$ cat src/rtl/dmem_pkg.sv
// Shared types, default parameters and helpers for the data memory family.
package dmem_pkg;

  localparam int unsigned DEF_DATA_W         = 8;
  localparam int unsigned DEF_ADDR_W         = 8;
  localparam int unsigned DEF_LATENCY        = 5;
  localparam bit          DEF_CLEAR_ON_RESET = 1'b1;

  typedef enum logic [1:0] {
    INIT = 2'd0,
    IDLE = 2'd1,
    BUSY = 2'd2,
    DONE = 2'd3
  } state_t;

  typedef enum logic {
    OP_READ  = 1'b0,
    OP_WRITE = 1'b1
  } op_t;

  // Ceiling log2; clog2(1) = 0.
  function automatic int unsigned clog2(input int unsigned v);
    int unsigned r;
    r = 0;
    for (int unsigned x = 1; x < v; x = x << 1) begin
      r = r + 1;
    end
    return r;
  endfunction

endpackage

$ cat src/rtl/data_memory_param_if.sv
// Request/response bus between the load/store path and the data memory.
interface data_memory_param_if import dmem_pkg::*; #(
  parameter int unsigned DATA_W = DEF_DATA_W,
  parameter int unsigned ADDR_W = DEF_ADDR_W
);

  logic              read;
  logic              write;
  logic [ADDR_W-1:0] address;
  logic [DATA_W-1:0] writedata;
  logic [DATA_W-1:0] readdata;
  logic              busywait;
  logic              error;

  modport master (
    output read, write, address, writedata,
    input  readdata, busywait, error
  );

  modport slave (
    input  read, write, address, writedata,
    output readdata, busywait, error
  );

endinterface

$ cat src/rtl/dmem_latency_ctr.sv
// Access latency counter: load a start value, count down to zero, flag zero.
module dmem_latency_ctr #(
  parameter int unsigned CNT_W    = 4,
  parameter int unsigned LOAD_VAL = 4
) (
  input  logic clock,
  input  logic reset,
  input  logic load,
  input  logic dec,
  output logic zero_c
);

  logic [CNT_W-1:0] cnt;

  // Load has priority; decrement saturates at zero.
  always_ff @(posedge clock or negedge reset) begin
    if (!reset) begin
      cnt <= '0;
    end else if (load) begin
      cnt <= CNT_W'(LOAD_VAL);
    end else if (dec && (cnt != '0)) begin
      cnt <= cnt - CNT_W'(1);
    end
  end

  assign zero_c = (cnt == '0);

endmodule

$ cat src/rtl/data_memory_param.sv
// Parametrised single-port data memory with clocked access latency,
// post-reset clear sweep and illegal-request (read+write) detection.
module data_memory_param import dmem_pkg::*; #(
  parameter int unsigned DATA_W         = DEF_DATA_W,
  parameter int unsigned ADDR_W         = DEF_ADDR_W,
  parameter int unsigned LATENCY        = DEF_LATENCY,
  parameter bit          CLEAR_ON_RESET = DEF_CLEAR_ON_RESET
) (
  input  logic               clock,
  input  logic               reset,
  data_memory_param_if.slave bus
);

  localparam int unsigned DEPTH    = 1 << ADDR_W;
  localparam int unsigned CNT_W    = clog2(LATENCY) + 1;
  localparam int unsigned LOAD_VAL = LATENCY - 1;
  localparam state_t      RST_ST   = CLEAR_ON_RESET ? INIT : IDLE;

  state_t            state;
  state_t            state_next;

  logic              req_c;
  logic              both_c;
  logic              clr_last_c;
  logic              cnt_zero_c;

  logic              busywait_c;
  logic              error_c;
  logic              accept_c;
  logic              commit_c;
  logic              clear_we_c;
  logic              cnt_dec_c;

  op_t               op_q;
  logic [ADDR_W-1:0] addr_q;
  logic [DATA_W-1:0] data_q;
  logic [ADDR_W-1:0] clr_ptr;
  logic [DATA_W-1:0] readdata_q;

  logic [DATA_W-1:0] mem [DEPTH];

  assign req_c      = bus.read ^ bus.write;
  assign both_c     = bus.read & bus.write;
  assign clr_last_c = (clr_ptr == '1);

  // State register; reset lands in the sweep or directly in IDLE.
  always_ff @(posedge clock or negedge reset) begin
    if (!reset) begin
      state <= RST_ST;
    end else begin
      state <= state_next;
    end
  end

  // Next-state logic.
  always_comb begin
    state_next = state;
    case (state)
      INIT:    if (clr_last_c) state_next = IDLE;
      IDLE:    if (req_c)      state_next = BUSY;
      BUSY:    if (cnt_zero_c) state_next = DONE;
      DONE:                    state_next = IDLE;
      default:                 state_next = RST_ST;
    endcase
  end

  // Per-state controls and the combinational handshake outputs.
  always_comb begin
    busywait_c = 1'b0;
    error_c    = 1'b0;
    accept_c   = 1'b0;
    commit_c   = 1'b0;
    clear_we_c = 1'b0;
    cnt_dec_c  = 1'b0;
    case (state)
      INIT: begin
        busywait_c = 1'b1;
        clear_we_c = 1'b1;
      end
      IDLE: begin
        busywait_c = req_c;
        error_c    = both_c;
        accept_c   = req_c;
      end
      BUSY: begin
        busywait_c = 1'b1;
        cnt_dec_c  = 1'b1;
        commit_c   = cnt_zero_c;
      end
      default: ;
    endcase
  end

  assign bus.busywait = busywait_c;
  assign bus.error    = error_c;

  dmem_latency_ctr #(
    .CNT_W    (CNT_W),
    .LOAD_VAL (LOAD_VAL)
  ) u_lat (
    .clock  (clock),
    .reset  (reset),
    .load   (accept_c),
    .dec    (cnt_dec_c),
    .zero_c (cnt_zero_c)
  );

  // Capture the request so bus changes during BUSY cannot affect the access.
  always_ff @(posedge clock or negedge reset) begin
    if (!reset) begin
      op_q   <= OP_READ;
      addr_q <= '0;
      data_q <= '0;
    end else if (accept_c) begin
      op_q   <= bus.write ? OP_WRITE : OP_READ;
      addr_q <= bus.address;
      data_q <= bus.writedata;
    end
  end

  // Clear sweep pointer; stops at the last word, no wrap.
  always_ff @(posedge clock or negedge reset) begin
    if (!reset) begin
      clr_ptr <= '0;
    end else if (clear_we_c && !clr_last_c) begin
      clr_ptr <= clr_ptr + ADDR_W'(1);
    end
  end

  // Storage array: sweep writes zeros, otherwise a committed store writes data.
  always_ff @(posedge clock) begin
    if (clear_we_c) begin
      mem[clr_ptr] <= '0;
    end else if (commit_c && (op_q == OP_WRITE)) begin
      mem[addr_q] <= data_q;
    end
  end

  // Load result register, updated only on a committed read.
  always_ff @(posedge clock or negedge reset) begin
    if (!reset) begin
      readdata_q <= '0;
    end else if (commit_c && (op_q == OP_READ)) begin
      readdata_q <= mem[addr_q];
    end
  end

  assign bus.readdata = readdata_q;

endmodule

$ cat src/flat_wrapper.sv
// flat-port wrapper written by rule: the top's interface ports become plain ports
module data_memory_param_flat import dmem_pkg::*;
#(
  parameter int unsigned DATA_W         = DEF_DATA_W,
  parameter int unsigned ADDR_W         = DEF_ADDR_W,
  parameter int unsigned LATENCY        = DEF_LATENCY,
  parameter bit          CLEAR_ON_RESET = DEF_CLEAR_ON_RESET
)
  (clock, reset, bus_read, bus_write, bus_address, bus_writedata, bus_readdata, bus_busywait, bus_error);
  data_memory_param_if #(.DATA_W(DATA_W), .ADDR_W(ADDR_W)) bus_i ();
  input  logic clock;
  input  logic reset;
  input wire logic [$bits(bus_i.read)-1:0] bus_read;
  input wire logic [$bits(bus_i.write)-1:0] bus_write;
  input wire logic [$bits(bus_i.address)-1:0] bus_address;
  input wire logic [$bits(bus_i.writedata)-1:0] bus_writedata;
  output wire logic [$bits(bus_i.readdata)-1:0] bus_readdata;
  output wire logic [$bits(bus_i.busywait)-1:0] bus_busywait;
  output wire logic [$bits(bus_i.error)-1:0] bus_error;
  assign bus_i.read = bus_read;
  assign bus_i.write = bus_write;
  assign bus_i.address = bus_address;
  assign bus_i.writedata = bus_writedata;
  assign bus_readdata = bus_i.readdata;
  assign bus_busywait = bus_i.busywait;
  assign bus_error = bus_i.error;
  data_memory_param #(.DATA_W(DATA_W), .ADDR_W(ADDR_W), .LATENCY(LATENCY), .CLEAR_ON_RESET(CLEAR_ON_RESET)) u_core (.clock(clock), .reset(reset), .bus(bus_i));
endmodule
$ cat config.mk
export PLATFORM = sky130hd
export DESIGN_NAME = data_memory_param_flat
export DESIGN_NICKNAME = d
export VERILOG_FILES = /design/src/rtl/dmem_pkg.sv /design/src/rtl/data_memory_param_if.sv /design/src/rtl/dmem_latency_ctr.sv /design/src/rtl/data_memory_param.sv /design/src/flat_wrapper.sv
export SDC_FILE = /design/constraint.sdc
export NUM_CORES = 2
export LEC_CHECK = 0
export BUFFER_PORTS_ARGS = -buffer_cell sky130_fd_sc_hd__buf_4
export CAP_MARGIN = 20
export CELL_PAD_IN_SITES_DETAIL_PLACEMENT = 1
export CELL_PAD_IN_SITES_GLOBAL_PLACEMENT = 2
export CORE_UTILIZATION = 55
export CTS_CLUSTER_SIZE = 24
export DETAILED_ROUTE_END_ITERATION = 7
export PLACE_DENSITY_LB_ADDON = 0.1
export SYNTH_ARGS = -nofsm -noshare
export SYNTH_HDL_FRONTEND = slang
export SYNTH_SLANG_ARGS = --single-unit
$ cat constraint.sdc
create_clock -name clock -period 10.09 [get_ports clock]
set_input_delay 2.5225 -clock clock [delete_from_list [all_inputs] [get_ports clock]]
set_output_delay 2.5225 -clock clock [all_outputs]
set_load 0.01 [all_outputs]
==> qor.csv <==
stage,metric,value,unit
clock_tree,Clock Tree Buf Depth,3,
grt,vias in the first global route,42320,
min_path,Hold Path Origin,u_core.data_q[3]$_DFFE_PN0P_,
final_layout,nets@finish,4044,
routing,DRT iter0 DRCs,4341,
run_status,status,completed,
critical_path,RR Startpoint,u_core.state[0]$_DFFE_PN0P_,
min_path,Cells on Worst Hold Path,1,
logic_synthesis,"area leader, netlist",edfxtp_1,
critical_path,CP arrival,3940,ps
clock_tree,clk root buf,clkbuf_16,
timing,clk_skew,20.63,ps
logic_synthesis,largest cells by area after synthesis,"edfxtp_1 75%, mux4_2 12%, mux2i_1 2.6%",
logic_synthesis,synthesized area,81640,µm²
clock_tree,setup bufs post-CTS,0,
logic_synthesis,Ys Warns,0,
logic_synthesis,Synth cell types,67,
critical_path,FF-to-FF setup slack,4630,ps
grt,first-pass GRT wire length,314800,µm
timing,shortest period the worst path allows,6465,ps
critical_path,Worst path slowest cell,nand2_1,
critical_path,CP bufs+invs,2,
timing,TNS Setup,0,ps
logic_synthesis,Mean Syn Cell Area,20.73,µm²
routing,WL per Instance,36.27,µm
clock_tree,worst skew pair latency,840,ps
floorplanning,Ports,30,
grt,met1 GRT Util,42.21,%
grt,total grt overflow,0,
grt,GRT Total Usage,29.90,%
critical_path,worst reg-to-reg path cell count,8,
critical_path,"Critical Path, Cell by Cell",buf_4 > ha_1 > nand2_1 > a21oi_1 > buf_4,
power_and_ir_drop,PnR Total Power,17.01,mW
logic_synthesis,Post-Syn Nets,3966,
clock_tree,clock transition at the registers of the reported paths,60,ps
floorplanning,die area,150000,µm²
critical_path,worst reg2reg path endpoint,u_core.mem[211][3]$_DFFE_PP_,
floorplanning,Die Width,387.3,µm
clock_tree,CTS tree,built,
min_path,Hold Path Class,reg2reg,
logic_synthesis,share of the synthesized area in the top cell type,75.33,%
grt,routing usage on met2,47.10,%
timing,unrepaired setup endpoints after global routing,no,
critical_path,startpoint types,primary input,
floorplanning,Starting Density,55.36,%
timing,fin crit share,64.07,%
clock_tree,# H-tree levels,4,
clock_tree,CTS Sinks,2087,
grt,gr busiest metal,met2,
routing,Via density,6.691,
critical_path,critical path class,in2out,
power_and_ir_drop,Lkg Pwr,22.21,nW
timing,count of final setup violators,0,
power_and_ir_drop,worst-case vdd ir drop,0.1773,mV
critical_path,crit-path leading delay family,simple AND/OR/NAND/NOR gates,
floorplanning,core area,147500,µm²
timing,slew at the pin with the worst max-slew slack,1266,ps
place,RePlAce Congestion,0.8742,
floorplanning,Die Ht,387.3,µm
routing,ANT nets after route,0,
logic_synthesis,asr flop ratio synth,1.869,%
critical_path,Crit. End Element,output port,
clock_tree,post-cts resize count,0,
grt,largest net degree at the start of global routing,179,
run,max cap viols,0,
routing,final wirelength,222400,µm
grt,met3 Use GR,5.203,%
final_layout,area grow syn2layout,10.51,%
timing,fin. max-slew vios,0,
critical_path,Setup crit start,bus_write,
final_layout,share of layout cells above drive strength 1,20.83,%
clock_tree,cts hold-fix bufs,0,
place,DP HPWL,135500,µm
routing,drt pass-1 iters,8,
floorplanning,std cell rows,141,
logic_synthesis,Main synth FF type,edfxtp_1,
grt,initial antenna violation count,9,
critical_path,worst-path maximum fanout,19,
critical_path,Max stage delay on crit path,480,ps
logic_synthesis,"Seq/Total Area, Yosys",76.52,%
timing,Slew HR,15.62,%
power_and_ir_drop,pwr dens,188.5,nW/µm²
timing,Max Freq,154.7,MHz
place,port buffer count,29,
clock_tree,Num CTS Buffers,207,
routing,DRC violations left,0,
critical_path,WP data required,7570,ps
min_path,Hold Path End,u_core.data_q[3]$_DFFE_PN0P_,
routing,Vias,41020,
critical_path,CP most frequent cell,buf_4,
logic_synthesis,Cells after Synth,3938,
logic_synthesis,"EDFF count, synth",2048,
final_layout,final core utilization,61.18,%
logic_synthesis,synthesized flop and latch total,2087,
timing,Fin. Hold Viols,0,
==> worst max-delay path by stage <==
stage / endpoint / cells past startpoint
after floorplan: bus_busywait / 4
after CTS: bus_busywait / 5
after global placement: bus_busywait / 5
after global routing: bus_busywait / 5
after detailed placement: bus_busywait / 5
final: bus_busywait / 5
==> where the power goes <==
group	switching [mW]	leakage (nW)	total (mW)	internal [mW]
logic	0.00542	4.30	0.0105	0.00511
clock network	3.27	3.27	7.63	4.36
registers	0	14.6	9.37	9.37
total	3.28	22.2	17.0	13.7
==> cell families (layout without fill, tap and decap cells) <==
| kind of cell | count (synthesis) | count (layout) | synth area share (%) |
|---|---|---|---|
| AOI/OAI and AO/OA | 376 | 376 | 3.323 |
| xor gates and xnor gates | 9 | 9 | 0.09655 |
| adders and majority gates | 8 | 8 | 0.1226 |
| buffers and inverters | 245 | 503 | 1.931 |
| DFF | 2087 | 2087 | 76.52 |
| muxes | 672 | 672 | 15.07 |
| other | 0 | 5 | 0 |
| and+or+nand+nor | 541 | 541 | 2.933 |
==> synth_stat cells (10+ instances only) <==
master and n:
buf_8 13, buf_6 32, and3_1 15, buf_4 35
buf_2 40, mux2i_1 215, o22ai_1 49, nand4_1 19
o21ai_0 44, a22o_1 30, o211ai_1 22, mux4_1 20
mux2_2 19, a211oi_1 33, a22oi_1 61, a2111oi_0 10
a21oi_1 39, clkbuf_1 99, dfrtp_1 39, nand3_1 36
nor3_1 12, nor2_1 284, and2_1 21, mux4_2 418
nand2b_1 15, o221ai_1 33, a221oi_1 22, nand2_1 102
edfxtp_1 2048
==> placed cells by master (no fill, tap or decap), types with 30 or more instances in the layout <==
master and instances:
a211oi_1 33, mux2i_1 215, clkinv_1 52, o21ai_0 43
nand3_1 32, dfrtp_1 35, o22ai_1 49, a21oi_1 39
a22o_1 30, clkinv_2 43, clkbuf_1 40, buf_4 94
a22oi_1 61, nand2_1 102, o221ai_1 33, nor2_1 283
clkbuf_16 210, edfxtp_1 2048, mux4_2 418
==> layout make-up <==
type,instances,area (µm²)
Clock inverter,138,1272
Inverter,10,40.04
Clock buffer,251,5419
Timing Repair Buffer,104,913.4
Antenna cell,5,12.51
Sequential cell,2087,62480
Tap cell,1930,2415
Multi-Input combinational cell,1606,17670
Fill cell,12050,57260
==> flip-flops by register name, summed over array words and instances, names as in the netlist <==
signal and count:
u_core.mem 2048, u_core.addr_q 8, u_core.bus.readdata 8, u_core.clr_ptr 8, u_core.data_q 8, u_core.u_lat.cnt 4
u_core.state 2, u_core.op_q 1
==> per-layer routing <==
layer	share of wire, %	vias to the layer above
li1	-	16560
met1	40	22150
met2	48	1902
met3	7.7	395
met4	4.1	14
met5	0.039	-
==> worst register-to-register path, stage by stage (launching register included) <==
cell,delay [ps]
dfrtp_1,430
inv_1,110
ha_1,300
nand4bb_1,510
or3b_1,810
o31ai_2,670
nand3_1,900
buf_4,570
nor2_1,760
==> through the flow <==
step / hold WS, ps / instances / worst slack (ps) / instance area, µm²
5_1_grt: 541.6 / 6129 / 3501 / 90220
3_5_place_dp: 499.7 / 5735 / 3606 / 83480
6_report: 520.4 / 6131 / 3625 / 90230
2_1_floorplan: 470.6 / 3938 / 3949 / 81640
4_1_cts: 518.1 / 6124 / 3598 / 90170
3_3_place_gp: 493.3 / 5735 / 3663 / 83480
Note: power is estimated with default switching activity, not from simulation.
